## config.mk

```make
export PLATFORM = sky130hd
export DESIGN_NAME = rand_operand_gen
export DESIGN_NICKNAME = d
export VERILOG_FILES = /design/src/rtl/rog_pkg.sv /design/src/rtl/lfsr16.sv /design/src/rtl/rand_operand_gen.sv
export SDC_FILE = /design/constraint.sdc
export NUM_CORES = 1
export LEC_CHECK = 0
export ABC_AREA = 1
export BUFFER_PORTS_ARGS = -buffer_cell sky130_fd_sc_hd__buf_4
export CORE_MARGIN = 4
export CORE_UTILIZATION = 50
export CTS_CLUSTER_DIAMETER = 200
export DETAILED_ROUTE_END_ITERATION = 6
export PLACE_DENSITY = 0.71
export SLEW_MARGIN = 20
export SYNTH_ARGS = -nofsm -noshare
export SYNTH_HDL_FRONTEND = slang
export SYNTH_SLANG_ARGS = --single-unit
```

## constraint.sdc

```tcl
create_clock -name clk -period 2.65 [get_ports clk]
set_input_delay 0.1325 -clock clk [delete_from_list [all_inputs] [get_ports clk]]
set_output_delay 0.1325 -clock clk [all_outputs]
set_load 0.1 [all_outputs]
```

## src/rtl/rog_pkg.sv

```systemverilog
// Shared types and constants for the random operand generator.
package rog_pkg;

  typedef enum logic [1:0] {
    IDLE = 2'd0,
    RUN  = 2'd1,
    DONE = 2'd2
  } state_t;

  localparam logic [15:0] LFSR_TAPS = 16'hB400;

  // One Galois step: shift right, fold the taps in when a one falls out.
  function automatic logic [15:0] lfsr_next(input logic [15:0] cur);
    lfsr_next = cur[0] ? ((cur >> 1) ^ LFSR_TAPS) : (cur >> 1);
  endfunction

endpackage

```

## src/rtl/lfsr16.sv

```systemverilog
// 16-bit Galois LFSR that advances only when step is high.
module lfsr16
  import rog_pkg::*;
#(
  parameter logic [15:0] SEED = 16'hACE1
) (
  input  logic        clk,
  input  logic        rst_n,
  input  logic        step,
  output logic [15:0] value
);

  if (SEED == 16'h0000) begin : g_seed_check
    $error("lfsr16: SEED must be non-zero");
  end

  logic [15:0] r_lfsr;

  always_ff @(posedge clk or negedge rst_n) begin
    if (!rst_n) begin
      r_lfsr <= SEED;
    end else if (step) begin
      r_lfsr <= lfsr_next(r_lfsr);
    end
  end

  assign value = r_lfsr;

endmodule

```

## src/rtl/rand_operand_gen.sv

```systemverilog
// Issues NUM_TXN pseudo-random (a, b, sel) operand sets per run over a
// valid/ready handshake, drawing one LFSR value per operand.
module rand_operand_gen
  import rog_pkg::*;
#(
  parameter int          WIDTH   = 2,
  parameter logic [15:0] SEED    = 16'hACE1,
  parameter int          NUM_TXN = 8
) (
  input  logic             clk,
  input  logic             rst_n,
  input  logic             start,
  input  logic             abort,
  output logic             out_valid,
  input  logic             out_ready,
  output logic [WIDTH-1:0] out_a,
  output logic [WIDTH-1:0] out_b,
  output logic             out_sel,
  output logic             busy,
  output logic             done,
  output logic [7:0]       txn_cnt
);

  if (WIDTH < 1 || WIDTH > 7) begin : g_width_check
    $error("rand_operand_gen: WIDTH must be in 1..7");
  end
  if (NUM_TXN < 1 || NUM_TXN > 255) begin : g_txn_check
    $error("rand_operand_gen: NUM_TXN must be in 1..255");
  end

  state_t           r_state;
  state_t           w_state_nxt;
  logic             w_xfer;
  logic             w_last;
  logic             w_load;
  logic [15:0]      w_lfsr;
  logic             r_valid;
  logic [WIDTH-1:0] r_a;
  logic [WIDTH-1:0] r_b;
  logic             r_sel;
  logic [7:0]       r_cnt;

  lfsr16 #(
    .SEED (SEED)
  ) u_lfsr (
    .clk   (clk),
    .rst_n (rst_n),
    .step  (w_load),
    .value (w_lfsr)
  );

  assign w_xfer = (r_state == RUN) && r_valid && out_ready;
  assign w_last = (r_cnt == 8'(NUM_TXN - 1));

  // Abort outranks completion; a coincident transfer is still counted below.
  always_comb begin
    w_state_nxt = r_state;
    w_load      = 1'b0;
    unique case (r_state)
      IDLE: begin
        if (start) begin
          w_state_nxt = RUN;
          w_load      = 1'b1;
        end
      end
      RUN: begin
        if (abort) begin
          w_state_nxt = IDLE;
        end else if (w_xfer && w_last) begin
          w_state_nxt = DONE;
        end else if (w_xfer) begin
          w_load = 1'b1;
        end
      end
      DONE: w_state_nxt = IDLE;
      default: w_state_nxt = IDLE;
    endcase
  end

  always_ff @(posedge clk or negedge rst_n) begin
    if (!rst_n) begin
      r_state <= IDLE;
    end else begin
      r_state <= w_state_nxt;
    end
  end

  always_ff @(posedge clk or negedge rst_n) begin
    if (!rst_n) begin
      r_valid <= 1'b0;
      r_a     <= '0;
      r_b     <= '0;
      r_sel   <= 1'b0;
      r_cnt   <= 8'd0;
    end else begin
      r_valid <= (w_state_nxt == RUN);
      if (w_load) begin
        r_a   <= w_lfsr[WIDTH-1:0];
        r_b   <= w_lfsr[2*WIDTH-1:WIDTH];
        r_sel <= w_lfsr[15];
      end
      if (r_state == IDLE && start) begin
        r_cnt <= 8'd0;
      end else if (w_xfer) begin
        r_cnt <= r_cnt + 8'd1;
      end
    end
  end

  assign out_valid = r_valid;
  assign out_a     = r_a;
  assign out_b     = r_b;
  assign out_sel   = r_sel;
  assign txn_cnt   = r_cnt;
  assign busy      = (r_state == RUN);
  assign done      = (r_state == DONE);

endmodule

```

==> key figures, run 1 <==
Route
  – Iteration-0 DRC Markers: 55
  – Via count: 1068
  – First drt pass iteration count: 4
  – DR DRC count: 0
  – ANT nets after route: 0
  – Total Wirelength: 2559 µm
  – WL per Instance: 11.96 µm
  – Vias per inst: 4.991

STA
  – Tcrit/Tclk final: 62.76%
  – Worst-margin pin slew: 0.7711 ns
  – Fmax: 601.3 MHz
  – Setup Skew: 0.005901 ns
  – Fin. max-slew vios: 0
  – Final Hold Viols: 0
  – Slew headroom: 48.40%
  – Post-route setup TNS: 0 ns
  – RSZ-0062 raised after global routing: false
  – Final worst path period need: 1.663 ns
  – Finish-stage setup viols: 0

Power
  – Design Power: 1014 µW
  – Clock Power Share: 37.3%
  – Comb power frac: 16.9%
  – Sw Ratio: 29.73%
  – Leak: 0.0008595 µW
  – Power per cell area: 632.9 mW/mm²
  – Internal cell power: 712.8 µW
  – Psw: 301.6 µW
  – Reg power frac: 45.8%
  – Max VDD drop: 0.4044 mV

Synth
  – Seq/Total Area, Yosys: 53.80%
  – XOR/XNOR Fraction of Synth Area: 1.921%
  – Compound-Gate Fraction of Synth Area: 1.464%
  – Synth Area in Simple Gates: 34.68%
  – Post-Synth Adder-Cell Area: 0.9149%
  – Cell taking the most area after synthesis: dfrtp_1
  – Mux cell area share after synthesis: 0%
  – Yosys warnings: 0
  – Post-synthesis register bit count: 29
  – Synth Instances: 162
  – Synth top area share: 38.43%
  – Syn Nets: 168
  – Syn Area/Cell: 8.442 µm²
  – Synth unique cells: 21
  – Main combinational cell family by area after synthesis: simple AND/OR/NAND/NOR gates
  – Mapped Area: 0.001368 mm²
  – Leading cell types by total area after synthesis: dfrtp_1, nand2_1, dfstp_2, nand3_1, nor2_1

Critical path
  – Top cell by count, worst path: nand2_1
  – Setup slack, reg-to-reg: 0.99 ns
  – CP max stage cell: nor2_1
  – Critical path startpoint category: register
  – Kind of critical path: reg -> reg
  – CP max FO: 14
  – WP buf/inv: 1
  – Launching point of the worst reg2reg path: r_state[1]
  – CP required: 2.88 ns
  – CP delay by family, top: simple AND/OR/NAND/NOR gates
  – WP data arrival: 1.89 ns
  – Max stage delay on crit path: 0.60 ns
  – Worst R2R Path Depth: 7
  – CP Cell Sequence: inv_2, nand2_1, nor2_1, and2_1, nand2_1, nand2_1, nor2_1
  – Worst R2R End: txn_cnt[4]
  – CP endpoint kind: register

Layout
  – Nets@finish: 189
  – Core Util, Final: 62.98%
  – ANT cells: 0
  – Finished Layout Cells: 214
  – Layout area overhead: 17.20%
  – Filler cells: 220
  – Ratio of cells with drive above 1 in the final layout: 23.37%

Min path
  – Hold crit path type: in -> async

Flow run
  – Max-cap violations: 0

Place
  – DP HPWL: 1694 µm
  – Port buffer count: 20
  – Placed cells: 204
  – Gpl congestion: 0.7911

Clocking
  – CTS Root Cell: clkbuf_4
  – Clock Sink Count: 29
  – CTS resizes: 0
  – H-tree Lvls: 2
  – Clock Path Buffers: 2
  – CTS buffer count: 5
  – CTS clk-pin slew, worst paths: 0.09 ns
  – CTS tree: yes
  – Worst skew pair latency: 0.33 ns

Die
  – Die X: 60.30 µm
  – Die area: 0.003636 mm²
  – Initial Util: 53.74%
  – Die H: 60.30 µm
  – Num ports: 21
  – Num rows: 18
  – CORE AREA: 0.002545 mm²

Global routing
  – Largest net degree at the start of global routing: 30
  – Antenna violations before repair: 0
  – GRT overflow: 0
  – GRT Util Overall: 16.83%
  – First-pass GRT wire length: 4436 µm
  – Vias in the first global route: 1016

Outcome
  – Status: completed
## synthesized netlist by cell type (all sizes together)
cell,count
nand2,61
nand3,24
dfrtp,21
nor2,16
inv,9
buf,8
dfstp,8
a21oi,3
nand4,3
xor2,3
nor3,2
and2,1
clkbuf,1
ha,1
o21ai,1
## cells by family (layout without fill, tap and decap cells)
logic type                 count (synthesis)  count (layout)
and+or+nand+nor                          107             107
DFF                                       29              29
buffers and inverters                     18              40
AOI/OAI and AO/OA                          4               4
xor gates and xnor gates                   3               3
adders and majority gates                  1               1
## worst max path at each step
stage	start	end	depth (start not counted)
after floorplan	txn_cnt[0]	u_lfsr.value[14]	9
after global placement	txn_cnt[0]	out_a[0]	8
after detailed placement	r_state[1]	txn_cnt[4]	7
after CTS	r_state[1]	txn_cnt[4]	7
after global routing	r_state[1]	txn_cnt[5]	7
final	r_state[1]	txn_cnt[4]	7
## placed cells by master (no fill, tap or decap), types with 2 or more instances in the layout
cell type / netlist / layout
nand2_4: 2 / 2
nor3_2: 2 / 2
xor2_1: 3 / 3
nor2_1: 15 / 15
nand2_1: 58 / 58
dfrtp_1: 21 / 21
buf_4: 6 / 21
nand4_1: 3 / 3
clkbuf_4: 0 / 5
a21oi_1: 3 / 3
inv_1: 8 / 8
dfstp_2: 8 / 8
nand3_1: 24 / 24
dlygate4sd3_1: 0 / 2
## layout make-up
cell class              count  area (µm²)  area share (%)
multi-input cells         115       533.0           33.26
clock buffers               7       55.05           3.435
well taps                  30       37.54           2.342
flip-flops and latches     29       735.7           45.90
repair buffers             23       177.7           11.09
clock inverters             1       30.03           1.874
inverters                   9       33.78           2.108
## repair_timing
item	CTS	global route
hold buffers	2	0
buffers inserted	0	0
hold endpoints to repair	22	0
## registers in the layout, indices dropped and copies added (netlist names)
signal and cells:
out_a 2, out_b 1, out_valid 1, r_state 2, txn_cnt 8, u_lfsr.value 15
## power by group through the flow
stage	sequential [µW]	combinational (µW)	clock, µW
floorplan	529	76.7	0
finish	465	171	379
global placement	472	168	0
CTS	464	173	390
detailed placement	473	170	0
global route	467	184	409
## stage by stage
stage	worst slack, ns	hold slack (ns)	cell area (µm²)
6_report	0.9869	0.2491	1603
2_1_floorplan	0.5151	-0.1631	1368
3_3_place_gp	1.047	0.07158	1498
4_1_cts	0.9751	0.2503	1603
5_1_grt	0.7696	0.2633	1603
3_5_place_dp	0.9915	0.07691	1498
## layer usage
metal	up-vias	wire, µm	share of wire (%)	GRT usage [%]
met4	0	57	2.2	9.494
li1	553	-	-	-
met1	483	1282	50	22.98
met2	25	1086	42	24.07
met5	-	0	0	0
met3	7	134	5.2	4.536
Note: power is estimated with default switching activity, not from simulation.
==> run 2, diff against run 1 <==
clock period = 1.6 ns   (was 2.65 ns; I/O delays follow)
==> key figures, run 2 (same netlist as run 1, synthesis figures left out) <==
Critical path
  – CP max FO: 14
  – Worst R2R End: u_lfsr.value[8]
  – Launching point of the worst reg2reg path: txn_cnt[0]
  – WP data arrival: 1.61 ns
  – Setup slack, reg-to-reg: 0.21 ns
  – Worst R2R Path Depth: 8
  – Kind of critical path: reg -> reg
  – Critical path startpoint category: register
  – CP required: 1.82 ns
  – CP endpoint kind: register

Clocking
  – CTS tree: yes
  – Worst skew pair latency: 0.33 ns
  – Clock Path Buffers: 2
  – H-tree Lvls: 2
  – CTS Root Cell: clkbuf_4
  – CTS resizes: 0
  – CTS clk-pin slew, worst paths: 0.09 ns
  – Clock Sink Count: 29
  – CTS buffer count: 5

Die
  – Num rows: 18
  – Die H: 60.30 µm
  – Die area: 0.003636 mm²
  – Die X: 60.30 µm
  – Num ports: 21
  – CORE AREA: 0.002545 mm²
  – Initial Util: 53.74%

STA
  – RSZ-0062 raised after global routing: false
  – Fin. max-slew vios: 0
  – Final Hold Viols: 0
  – Final worst path period need: 1.392 ns
  – Setup Skew: 0.006444 ns
  – Finish-stage setup viols: 0
  – Slew headroom: 76.43%
  – Worst-margin pin slew: 0.3535 ns
  – Slack of the critical path: 0.2084 ns
  – Tcrit/Tclk final: 86.97%
  – Fmax: 718.6 MHz
  – WHS: 0.1970 ns

Route
  – Via count: 1093
  – First drt pass iteration count: 4
  – WL per Instance: 12.21 µm
  – Total Wirelength: 2661 µm
  – ANT nets after route: 0
  – Iteration-0 DRC Markers: 51
  – Vias per inst: 5.014
  – DR DRC count: 0

Global routing
  – GR Util met3: 7.991%
  – Largest net degree at the start of global routing: 30
  – Grt peak-use layer: met2
  – GRT overflow: 0
  – Met1 Use GR: 21.37%
  – Antenna violations before repair: 0
  – Vias in the first global route: 1022
  – GR Util met2: 28.40%
  – First-pass GRT wire length: 4574 µm
  – GRT Util Overall: 17.74%

Power
  – Leak: 0.0008657 µW
  – Max VDD drop: 0.7835 mV
  – Power per cell area: 957.0 mW/mm²

Layout
  – Core Util, Final: 65.29%
  – Finished Layout Cells: 218
  – Ratio of cells with drive above 1 in the final layout: 31.38%
  – Design Area, Final: 0.001662 mm²
  – Nets@finish: 193
  – Commonest non-fill, non-tap cells in the layout: nand2_1, nand3_1, buf_4
  – Filler cells: 207
  – Max FFs per register: 15
  – Commonest non-fill, non-tap cell in the layout: nand2_1
  – ANT cells: 0
  – Layout area overhead: 21.50%

Place
  – Gpl congestion: 0.8064
  – Port buffer count: 20
  – DP HPWL: 1823 µm
  – Placed cells: 206
  – Place WS: 0.1072 ns
  – Placement Cell Area: 0.001544 mm²

Flow run
  – Max-cap violations: 0

Outcome
  – Status: completed

Min path
  – Hold crit path type: in -> async
==> run 2: changes by cell type in the layout (fill, tap and decap cells not counted) <==
| cell | delta |
|---|---|
| ha_1 | -1 |
| buf_4 | +3 |
| bufinv_16 | -1 |
| nand2_2 | +1 |
| dfrtp_2 | +7 |
| clkbuf_1 | -1 |
| nand2_1 | -1 |
| clkinv_2 | +1 |
| ha_4 | +1 |
| dfrtp_4 | +2 |
| clkbuf_8 | +1 |
| buf_12 | +1 |
| dfrtp_1 | -9 |
==> run 2: area by class of cell <==
| type | count | area [µm²] | area share (%) |
|---|---|---|---|
| Sequential cell | 29 | 752.0 | 45.26 |
| Multi-Input combinational cell | 115 | 548.0 | 32.98 |
| Timing Repair Buffer | 27 | 220.2 | 13.25 |
| Clock buffer | 7 | 65.06 | 3.916 |
| Tap cell | 30 | 37.54 | 2.259 |
| Inverter | 9 | 33.78 | 2.033 |
| Clock inverter | 1 | 5.005 | 0.3012 |
==> run 2: how the worst max path moves through the flow <==
stage,start,to,slack (ns)
floorplan,r_state[0],busy,-0.13
global placement,txn_cnt[1],out_a[0],0.18
detailed placement,txn_cnt[0],out_a[1],0.11
CTS,txn_cnt[0],out_a[1],0.09
global route,txn_cnt[0],out_a[1],0.10
finish,txn_cnt[0],u_lfsr.value[8],0.21
==> run 2: repair_timing <==
action                                  4_1_cts  5_1_grt
buffers inserted                              0        2
endpoints found under the setup margin        0       16
endpoints found under the hold margin        30        0
hold buffers                                  2        0
==> run 2: through the flow <==
step | total power [µW] | setup TNS (ns)
2_1_floorplan | 1017 | -0.3169
3_3_place_gp | 1076 | 0
3_5_place_dp | 1089 | 0
4_1_cts | 1602 | 0
5_1_grt | 1666 | 0
6_report | 1590 | 0
==> run 2: per-layer routing <==
layer,vias to the layer above,part of all wire [%]
met5,-,0
met4,0,0.94
met3,4,8.2
met2,31,47
met1,501,44
li1,557,-
==> run 2: worst max-delay path: stages, from the launching register on <==
cell and delay, ns:
dfrtp_4 0.52, ha_4 0.17, nand2_2 0.08, nor2_2 0.04, nand2_1 0.10, nand2_4 0.08, buf_12 0.15, nand3_1 0.06
nand2_1 0.06
==> run 2: report_power, final <==
group	internal [µW]	switching (µW)
combinational	73.7	228
sequential	757	23.1
clock	254	254
total	1090	505
